$ cat src/rtl/core_mdu_pkg.sv
// core_mdu shared definitions: M-extension funct3 codes,
// FSM states and operand signedness helpers.
package core_mdu_pkg;

  localparam logic [2:0] MDU_MUL    = 3'b000;
  localparam logic [2:0] MDU_MULH   = 3'b001;
  localparam logic [2:0] MDU_MULHSU = 3'b010;
  localparam logic [2:0] MDU_MULHU  = 3'b011;
  localparam logic [2:0] MDU_DIV    = 3'b100;
  localparam logic [2:0] MDU_DIVU   = 3'b101;
  localparam logic [2:0] MDU_REM    = 3'b110;
  localparam logic [2:0] MDU_REMU   = 3'b111;

  typedef enum logic [1:0] {
    S_IDLE = 2'd0,
    S_CALC = 2'd1,
    S_FIX  = 2'd2,
    S_DONE = 2'd3
  } mdu_state_t;

  function automatic logic rs1_signed(input logic [2:0] f3);
    return f3 inside {MDU_MUL, MDU_MULH, MDU_MULHSU,
                      MDU_DIV, MDU_REM};
  endfunction

  function automatic logic rs2_signed(input logic [2:0] f3);
    return f3 inside {MDU_MUL, MDU_MULH, MDU_DIV, MDU_REM};
  endfunction

endpackage

$ cat src/rtl/core_mdu_div.sv
// Iterative restoring divider on unsigned magnitudes,
// one quotient bit per clock, 32 or XLEN iterations.
module core_mdu_div
  import core_mdu_pkg::*;
#(
  parameter int XLEN = 64
) (
  input  logic            clk,
  input  logic            rst,
  input  logic            i_start,
  input  logic            i_w,
  input  logic [XLEN-1:0] i_dvd,
  input  logic [XLEN-1:0] i_dvs,
  output logic            o_done,
  output logic [XLEN-1:0] o_quo,
  output logic [XLEN-1:0] o_rem
);

  localparam int CW = $clog2(XLEN + 1);

  logic [CW-1:0]   r_cnt;
  logic [XLEN-1:0] r_q;
  logic [XLEN-1:0] r_r;
  logic [XLEN-1:0] r_d;
  logic [XLEN:0]   w_sh;
  logic [XLEN:0]   w_diff;
  logic            w_ge;

  assign w_sh   = {r_r, r_q[XLEN-1]};
  assign w_diff = w_sh - {1'b0, r_d};
  assign w_ge   = ~w_diff[XLEN];

  always_ff @(posedge clk) begin
    if (rst) begin
      r_cnt <= '0;
      r_q   <= '0;
      r_r   <= '0;
      r_d   <= '0;
    end else if (i_start) begin
      // W dividends are pre-shifted so their MSB leads
      r_q   <= i_w ? (i_dvd << (XLEN - 32)) : i_dvd;
      r_r   <= '0;
      r_d   <= i_dvs;
      r_cnt <= i_w ? CW'(32) : CW'(XLEN);
    end else if (r_cnt != '0) begin
      r_r   <= w_ge ? w_diff[XLEN-1:0] : w_sh[XLEN-1:0];
      r_q   <= {r_q[XLEN-2:0], w_ge};
      r_cnt <= r_cnt - CW'(1);
    end
  end

  assign o_done = (r_cnt == '0);
  assign o_quo  = r_q;
  assign o_rem  = r_r;

endmodule

$ cat src/rtl/core_mdu.sv
// RV64IM multiply/divide unit: shift-add multiplier,
// restoring divider, sign fix-up and valid/ready handshakes.
module core_mdu
  import core_mdu_pkg::*;
#(
  parameter int XLEN        = 64,
  parameter int RFIDX_WIDTH = 5
) (
  input  logic                   clk,
  input  logic                   rst,
  input  logic                   flush,
  input  logic                   in_valid,
  output logic                   in_ready,
  input  logic [2:0]             in_funct3,
  input  logic                   in_op_w,
  input  logic [XLEN-1:0]        in_oprd1,
  input  logic [XLEN-1:0]        in_oprd2,
  input  logic [RFIDX_WIDTH-1:0] in_rd_idx,
  output logic                   out_valid,
  input  logic                   out_ready,
  output logic [XLEN-1:0]        out_result,
  output logic [RFIDX_WIDTH-1:0] out_rd_idx,
  output logic                   busy
);

  localparam int CW = $clog2(XLEN + 1);
  localparam logic [XLEN-1:0] W_MASK = XLEN'(32'hFFFF_FFFF);

  function automatic logic [XLEN-1:0] fmt(
    input logic [XLEN-1:0] v, input logic w);
    return w ? XLEN'($signed(v[31:0])) : v;
  endfunction

  mdu_state_t r_state, w_next;

  logic [2:0]             r_f3;
  logic                   r_w;
  logic                   r_neg;
  logic                   r_spec;
  logic [RFIDX_WIDTH-1:0] r_rd;
  logic [CW-1:0]          r_cnt;
  logic [2*XLEN-1:0]      r_acc;
  logic [2*XLEN-1:0]      r_mcand;
  logic [XLEN-1:0]        r_mplr;
  logic [XLEN-1:0]        r_res;

  logic              w_accept;
  logic [XLEN-1:0]   w_nmask, w_a, w_b, w_ma, w_mb, w_min;
  logic              w_sa, w_sb, w_neg, w_is_div, w_is_rem;
  logic              w_div0, w_ovf, w_spec;
  logic [XLEN-1:0]   w_spec_res;
  logic              w_div_done, w_calc_end;
  logic [XLEN-1:0]   w_dq, w_dr, w_quo, w_rem, w_hi, w_fix;
  logic [2*XLEN-1:0] w_prod;

  assign in_ready  = (r_state == S_IDLE) & ~flush;
  assign out_valid = (r_state == S_DONE) & ~flush;
  assign busy      = (r_state != S_IDLE);
  assign w_accept  = in_valid & in_ready;

  assign w_nmask  = in_op_w ? W_MASK : '1;
  assign w_a      = in_oprd1 & w_nmask;
  assign w_b      = in_oprd2 & w_nmask;
  assign w_sa     = rs1_signed(in_funct3) &
                    (in_op_w ? in_oprd1[31] : in_oprd1[XLEN-1]);
  assign w_sb     = rs2_signed(in_funct3) &
                    (in_op_w ? in_oprd2[31] : in_oprd2[XLEN-1]);
  assign w_ma     = w_sa ? ((-w_a) & w_nmask) : w_a;
  assign w_mb     = w_sb ? ((-w_b) & w_nmask) : w_b;
  assign w_is_div = in_funct3 inside {MDU_DIV, MDU_DIVU,
                                      MDU_REM, MDU_REMU};
  assign w_is_rem = in_funct3 inside {MDU_REM, MDU_REMU};
  assign w_neg    = w_is_rem ? w_sa : (w_sa ^ w_sb);

  // most-negative N-bit value is the top bit of the mask
  assign w_min  = w_nmask ^ (w_nmask >> 1);
  assign w_div0 = (w_b == '0);
  assign w_ovf  = (in_funct3 inside {MDU_DIV, MDU_REM}) &
                  (w_a == w_min) & (w_b == w_nmask);
  assign w_spec = w_is_div & (w_div0 | w_ovf);
  assign w_spec_res = w_div0 ? (w_is_rem ? w_a : w_nmask)
                             : (w_is_rem ? '0 : w_a);

  core_mdu_div #(.XLEN(XLEN)) u_div (
    .clk     (clk),
    .rst     (rst),
    .i_start (w_accept & w_is_div & ~w_spec),
    .i_w     (in_op_w),
    .i_dvd   (w_ma),
    .i_dvs   (w_mb),
    .o_done  (w_div_done),
    .o_quo   (w_dq),
    .o_rem   (w_dr)
  );

  assign w_calc_end = (r_cnt == '0) & (~r_f3[2] | w_div_done);
  assign w_prod = r_neg ? -r_acc : r_acc;
  assign w_quo  = r_neg ? -w_dq : w_dq;
  assign w_rem  = r_neg ? -w_dr : w_dr;
  assign w_hi   = r_w ? XLEN'(w_prod[63:32])
                      : w_prod[2*XLEN-1:XLEN];

  always_comb begin
    w_fix = '0;
    unique case (1'b1)
      (r_f3 == MDU_MUL):
        w_fix = fmt(w_prod[XLEN-1:0], r_w);
      (r_f3 inside {MDU_MULH, MDU_MULHSU, MDU_MULHU}):
        w_fix = fmt(w_hi, r_w);
      (r_f3 inside {MDU_REM, MDU_REMU}):
        w_fix = fmt(w_rem, r_w);
      default:
        w_fix = fmt(w_quo, r_w);
    endcase
  end

  always_comb begin
    w_next = r_state;
    case (r_state)
      S_IDLE: if (w_accept) w_next = S_CALC;
      // special cases resolve in a single CALC edge
      S_CALC: begin
        if (r_spec)          w_next = S_DONE;
        else if (w_calc_end) w_next = S_FIX;
      end
      S_FIX:  w_next = S_DONE;
      S_DONE: if (out_ready) w_next = S_IDLE;
      default: w_next = S_IDLE;
    endcase
    if (flush) w_next = S_IDLE;
  end

  always_ff @(posedge clk) begin
    if (rst) begin
      r_state <= S_IDLE;
      r_f3    <= '0;
      r_w     <= 1'b0;
      r_neg   <= 1'b0;
      r_spec  <= 1'b0;
      r_rd    <= '0;
      r_cnt   <= '0;
      r_acc   <= '0;
      r_mcand <= '0;
      r_mplr  <= '0;
      r_res   <= '0;
    end else begin
      r_state <= w_next;
      if (w_accept) begin
        r_f3    <= in_funct3;
        r_w     <= in_op_w;
        r_neg   <= w_neg;
        r_spec  <= w_spec;
        r_rd    <= in_rd_idx;
        r_cnt   <= w_spec ? '0
                 : (in_op_w ? CW'(32) : CW'(XLEN));
        r_acc   <= '0;
        r_mcand <= {{XLEN{1'b0}}, w_ma};
        r_mplr  <= w_mb;
        if (w_spec) r_res <= fmt(w_spec_res, in_op_w);
      end else if (r_state == S_CALC && r_cnt != '0) begin
        r_cnt   <= r_cnt - CW'(1);
        if (r_mplr[0]) r_acc <= r_acc + r_mcand;
        r_mcand <= r_mcand << 1;
        r_mplr  <= r_mplr >> 1;
      end else if (r_state == S_FIX) begin
        r_res <= w_fix;
      end
    end
  end

  assign out_result = r_res;
  assign out_rd_idx = r_rd;

endmodule

$ cat config.mk
export PLATFORM = sky130hd
export DESIGN_NAME = core_mdu
export DESIGN_NICKNAME = d
export VERILOG_FILES = /design/src/rtl/core_mdu_pkg.sv /design/src/rtl/core_mdu_div.sv /design/src/rtl/core_mdu.sv
export SDC_FILE = /design/constraint.sdc
export NUM_CORES = 2
export LEC_CHECK = 0
export ABC_CLOCK_PERIOD_IN_PS = 5200
export BUFFER_PORTS_ARGS = -buffer_cell sky130_fd_sc_hd__buf_2
export CELL_PAD_IN_SITES_DETAIL_PLACEMENT = 0
export CELL_PAD_IN_SITES_GLOBAL_PLACEMENT = 2
export CORE_MARGIN = 8
export CORE_UTILIZATION = 35
export CTS_CLUSTER_SIZE = 16
export DETAILED_ROUTE_END_ITERATION = 10
export PLACE_DENSITY_LB_ADDON = 0.1
export RECOVER_POWER = 100
export SYNTH_ARGS = -nofsm -noshare
export SYNTH_HDL_FRONTEND = slang
export SYNTH_SLANG_ARGS = --single-unit
$ cat constraint.sdc
create_clock -name clk -period 5.2 [get_ports clk]
set_clock_uncertainty 0.15 [all_clocks]
set_input_delay 0.26 -clock clk [delete_from_list [all_inputs] [get_ports clk]]
set_output_delay 0.26 -clock clk [all_outputs]
set_load 0.05 [all_outputs]
Yosys cells after proc, flatten, opt, wreduce, memory -nomap -nowiden --
Index checks and enable logic that the tools add are counted.
Storage, ports and cells: flip-flop bits (word level) 603, bits in latches 0, bits in writable memories 0, ROM bits 0, bits of input ports 142, output and inout bits 72, logic and storage cells 137, memories kept 0
Operators by class: add/sub/neg operators 9, multipliers 0, divide/modulo/power cells 0, $lt $le $gt $ge 0, equal/unequal tests 21, shift operators 0, multiplexer cells 42, bitwise operators 23, reductions and logical operators 26
Operator list (number):
- 2-to-1 mux 64 bit | 26
- AND 64 bit | 4
- negation 64 bit | 4
- one-hot mux 64 bit (3 select lines) | 1
- adder 128 bit | 1
- equality test 64 bit | 2
- 2-to-1 mux 128 bit | 1
- negation 128 bit | 1
- subtractor 65 x 64 -> 65 bit | 1
- zero test 64 bit | 1
- XOR 64 x 63 -> 64 bit | 1
- 2-to-1 mux 7 bit | 6
- equality test 3 bit, second input constant | 6
- zero test 7 bit | 2
- nonzero test 2 bit | 7
- nonzero test 7 bit | 2
- subtractor 7 x 1 -> 7 bit, second input constant | 2
- AND 1 bit | 11
- equality test 3 x 2 -> 1 bit, second input constant | 3
- 2-to-1 mux 2 bit | 4
- one-hot mux 2 bit (4 select lines) | 1
- nonzero test 4 bit | 2
- equality test 3 x 1 -> 1 bit, second input constant | 2
- zero test 3 bit | 2
- 16 further kinds | 28

Logic depth before layout (Yosys ltp) --
depth after elaboration 10, gate-level depth with buffers 16, gate-level depth less buffers 15

Hierarchy --
Synthesis repeated with hierarchy kept, for this count alone.
Second synthesis, totals: cells, all modules 6660, area, all modules 47616.9 um^2
Modules (own cells, without submodules):
- core_mdu | instances 1, cells an instance 5108, area an instance 35337.6 um^2, sequential area each 8087.8 um^2
- core_mdu_div | instances 1, cells an instance 1552, area an instance 12279.3 um^2, sequential area each 3983.8 um^2

Least setup slack after synthesis --
OpenSTA, ideal clock, no wires.
kind reg2reg, start register u_div.r_q[63], in the netlist u_div.o_quo[63], end register u_div.r_r[1], in the netlist u_div.o_rem[1], setup time 133 ps, data arrival time 3771 ps, required time 4917 ps, path slack 1146 ps, cell stages (with the launch flop) 17, path buffers 1, period minus slack after synthesis 4054 ps, cell sequence dfxtp_1 inv_1 ha_1 inv_1 fa_1 a211oi_1 o21ai_0 a31o_2 and3_1 o21ai_0 a211oi_1 a21o_1 a31o_2 xor2_1 clkbuf_1 mux2i_1 a21oi_1
Between the ends: word-level cells in the longest chain between the ends 2
RTL lines:
- start: declaration | line core_mdu_div.sv:22 | logic [XLEN-1:0] r_q;
- start signal: assignment | line core_mdu_div.sv:41 | r_q <= i_w ? (i_dvd << (XLEN - 32)) : i_dvd;
- start signal: assignment | line core_mdu_div.sv:47 | r_q <= {r_q[XLEN-2:0], w_ge};
- subtractor 65 x 64 -> 65 bit | line core_mdu_div.sv:30 | assign w_diff = w_sh - {1'b0, r_d};
- 2-to-1 mux 64 bit | line core_mdu_div.sv:46 | r_r <= w_ge ? w_diff[XLEN-1:0] : w_sh[XLEN-1:0];
- end signal: assignment | line core_mdu_div.sv:46
- end: declaration | line core_mdu_div.sv:23 | logic [XLEN-1:0] r_r;
No other way between the ends. A chain may end at the register's enable or synchronous reset.

Worst setup path in the final report --
start register r_acc[0], end register r_acc[98]
Between the ends: word-level cells in the longest chain between the ends 1
RTL lines:
- start: declaration | line core_mdu.sv:42 | logic [2*XLEN-1:0] r_acc;
- start signal: assignment | line core_mdu.sv:162 | if (r_mplr[0]) r_acc <= r_acc + r_mcand;
- adder 128 bit | line core_mdu.sv:162
No other way between the ends.

==> impl_metrics.py <==
metrics = {
    "synth": {
        "netlist-cell-type-count": 93,
        "synthesis.area_um2": 48200,
        "number_of_flip_flops_and_latches_in_the_synthesized_netlist": 603,
        "number_of_enable_type_register_cells_in_the_synthesized_netlist": 0,
        "syn_inst": 6878,
        "yosys_warnings": 0,
        "postSynth.asyncResetShare": 0,
        "synth_seq_area_share": 0.251,
        "syn_area_per_cell_um2": 7.01,
        "synth_nets": 7227,
        "yosys_most_used_dff": "sky130_fd_sc_hd__dfxtp_1",
    },
    "cts": {
        "clock-sinks": 603,
        "cts.repair.resized": 0,
        "largest_buffer_count_on_any_clock_path": 3,
        "ctsRootBufferMaster": "sky130_fd_sc_hd__clkbuf_16",
        "post_cts_clock_slew_at_the_launch_and_capture_registers_of_the_worst_setup_and_hold_paths_ps": 60,
        "htree_num_levels": 3,
        "clk_latency_ps": 700,
        "cts-buffers-inserted": 82,
        "number_of_setup_buffers_added_after_cts": 0,
        "post_cts_hold_buffer_count": 109,
        "cts_tree": "yes",
    },
    "critical_path": {
        "startpoint_type": "flop",
        "timing.critical_path.arrival_ps": 5450,
        "critical_path_required_time_ps": 5600,
        "critical_path_class": "reg2reg",
        "crit_path_end_kind": "flop",
        "worstPathMaxFanout": 6,
    },
    "layout": {
        "mostFrequentLayoutCells": "sky130_fd_sc_hd__nand2_1, sky130_fd_sc_hd__a21oi_1, sky130_fd_sc_hd__nor2_1",
        "layout_commonest_cell": "sky130_fd_sc_hd__nand2_1",
        "finish.net_count": 7317,
        "layout-drive-gt1-share": 0.0723,
        "area_growth_syn_to_layout_pct": 13.9,
    },
    "routing": {
        "drtAntennaViolNets": 0,
        "firstDrtPassIters": 6,
        "first_iter_violations": 5589,
        "route.detailed.vias_per_inst": 6.05,
        "totalWireLength_um": 251000,
        "detail_route.wl_per_cell_um": 28.4,
        "drc": 0,
        "via_count": 53400,
    },
    "grt": {
        "globalRoute.totalOverflow": 0,
        "grt_max_degree": 150,
        "grtUsageTotal": 0.316,
        "first_global_vias": 49600,
        "global_route_wire_length_before_repair_um": 359000,
        "grt_antenna_before_repair": 12,
    },
    "timing": {
        "rsz_0062_raised_after_global_routing": "false",
        "report.final.hold_viol_count": 0,
        "timing.setup.tns_ps": 0,
        "finalWorstSetupSlack_ps": 159,
        "slew_viol_final": 325,
        "worst_pin_slew_ps": 2180,
        "timing.final.setup_violations": 0,
        "finalWorstPathRequiredPeriod_ps": 5040,
        "fin_crit_sh": 0.969,
        "maxClockFrequency_mhz": 198,
        "timing.max_slew.rel_slack": -0.457,
    },
    "status": {
        "status": "complete, but fails checks",
        "violations_in_the_final_reports": "max-capacitance violations, max-slew violations",
    },
    "placed_design": {
        "i_o_buffers": 213,
        "place.detailed.hpwl_um": 195000,
        "place_ws_ps": 350,
        "finalWeightedCongestion": 1.00,
    },
    "floorplanning": {
        "die-area_um2": 150000,
        "die_height_um": 387,
        "placeableCoreArea_um2": 137000,
        "design.portCount": 214,
        "die_width_um": 387,
        "core.rowCount": 136,
        "floorplan.initialDensity": 0.352,
    },
    "flow_run": {
        "max_capacitance_violation_count": 5,
    },
    "power": {
        "total_leakage_power_nw": 20.9,
        "ir_drop_mv": 0.526,
        "power-per-cell-area_nw_per_um2": 367,
    },
    "worst_hold_path": {
        "hold_path_class": "in2reg",
    },
}
## where the power goes
group          leakage, nW  total (W)  internal (W)  switching (W)
registers             4.90    0.00556       0.00498       0.000583
logic                 14.7    0.00861       0.00311        0.00550
clock network         1.36    0.00596       0.00351        0.00246
## cells by family (layout without fill, tap and decap cells)
logic type                 Yosys count  after routing  synth area share
buffers and inverters              666            816            0.0521
other                                0              3                 0
DFF                                603            603             0.251
and+or+nand+nor                   2585           2585             0.241
xor gates and xnor gates           531            531            0.0965
adders and majority gates          234            234            0.0597
muxes                               80             80            0.0171
AOI/OAI and AO/OA                 2179           2179             0.283
## synthesized netlist by cell type (55+ instances only)
library cell	n	share of area
sky130_fd_sc_hd__o31ai_1	94	0.015
sky130_fd_sc_hd__clkbuf_1	449	0.035
sky130_fd_sc_hd__and3_1	55	0.0071
sky130_fd_sc_hd__or3_1	70	0.0091
sky130_fd_sc_hd__a21o_1	113	0.018
sky130_fd_sc_hd__a311oi_1	114	0.021
sky130_fd_sc_hd__nor2_1	616	0.048
sky130_fd_sc_hd__ha_1	205	0.053
sky130_fd_sc_hd__xnor2_1	277	0.050
sky130_fd_sc_hd__dfxtp_1	603	0.25
sky130_fd_sc_hd__nand3_1	115	0.012
sky130_fd_sc_hd__mux2i_1	78	0.016
sky130_fd_sc_hd__nor3_1	136	0.014
sky130_fd_sc_hd__o21ai_0	511	0.053
sky130_fd_sc_hd__nor4_1	84	0.011
sky130_fd_sc_hd__or4_1	57	0.0089
sky130_fd_sc_hd__a211oi_1	126	0.020
sky130_fd_sc_hd__xor2_1	254	0.046
sky130_fd_sc_hd__a31oi_1	69	0.0090
sky130_fd_sc_hd__inv_1	166	0.013
sky130_fd_sc_hd__a21oi_1	737	0.077
sky130_fd_sc_hd__nand4_1	126	0.016
sky130_fd_sc_hd__nand2_1	1174	0.091
## state kept, by name, indices dropped and copies added (netlist names)
name,count
r_w,1
r_mcand,128
u_div.r_cnt,7
u_div.o_quo,64
r_mplr,64
r_spec,1
u_div.o_rem,64
r_f3,3
u_div.r_d,64
r_cnt,7
out_result,64
out_rd_idx,5
r_neg,1
r_state,2
r_acc,128
## layout make-up
class / instances / area, um2
fillers: 14700 / 82100
multi-input cells: 5609 / 33700
flip-flops and latches: 603 / 12100
repair buffers: 505 / 3470
clock buffers: 112 / 2350
well taps: 1794 / 2240
inverters: 167 / 627
clock inverters: 32 / 399
diodes: 3 / 7.51
## worst max-delay path, stage by stage, from the launching register on
cell                        delay (ps)
sky130_fd_sc_hd__dfxtp_1           460
sky130_fd_sc_hd__ha_1              270
sky130_fd_sc_hd__fa_1              250
sky130_fd_sc_hd__a211oi_1          100
sky130_fd_sc_hd__o21ai_0           530
sky130_fd_sc_hd__nand4bb_1         430
sky130_fd_sc_hd__a311oi_1          470
sky130_fd_sc_hd__a211oi_1          100
sky130_fd_sc_hd__clkbuf_1          190
sky130_fd_sc_hd__o21ai_0           770
sky130_fd_sc_hd__a21oi_1           170
sky130_fd_sc_hd__buf_4             220
sky130_fd_sc_hd__o21ai_0           360
sky130_fd_sc_hd__a21boi_0          190
sky130_fd_sc_hd__xnor2_1           160
sky130_fd_sc_hd__o21ai_0            80
## per-stage QoR
step	power, W	instance area, um2	utilization	hold WS [ps]	instances
finish	0.0201	54900	0.401	39.0	8825
global route	0.0211	54900	0.401	17.8	8822
CTS	0.0201	55100	0.402	0.715	8822
detailed placement	0.0140	51300	0.374	293	8569
global placement	0.0140	51300	0.374	290	8567
floorplan	0.0112	48200	-	189	6878
## routing by layer
layer,part of all wire,global-route usage,up-vias
li1,-,-,25000
met1,0.44,0.432,25800
met2,0.43,0.483,2113
met3,0.066,0.0450,443
met4,0.063,0.164,4
met5,0.00011,0,-
## worst paths after layout
check	end	from	slack (ps)	depth (start not counted)
min	u_div.o_quo[63]	in_oprd1[63]	40	4
max	r_acc[98]	r_acc[0]	160	15
max reg2reg	r_acc[98]	r_acc[0]	160	15
min reg2reg	out_rd_idx[3]	out_rd_idx[3]	300	2
(Power assumes the default switching activity.)
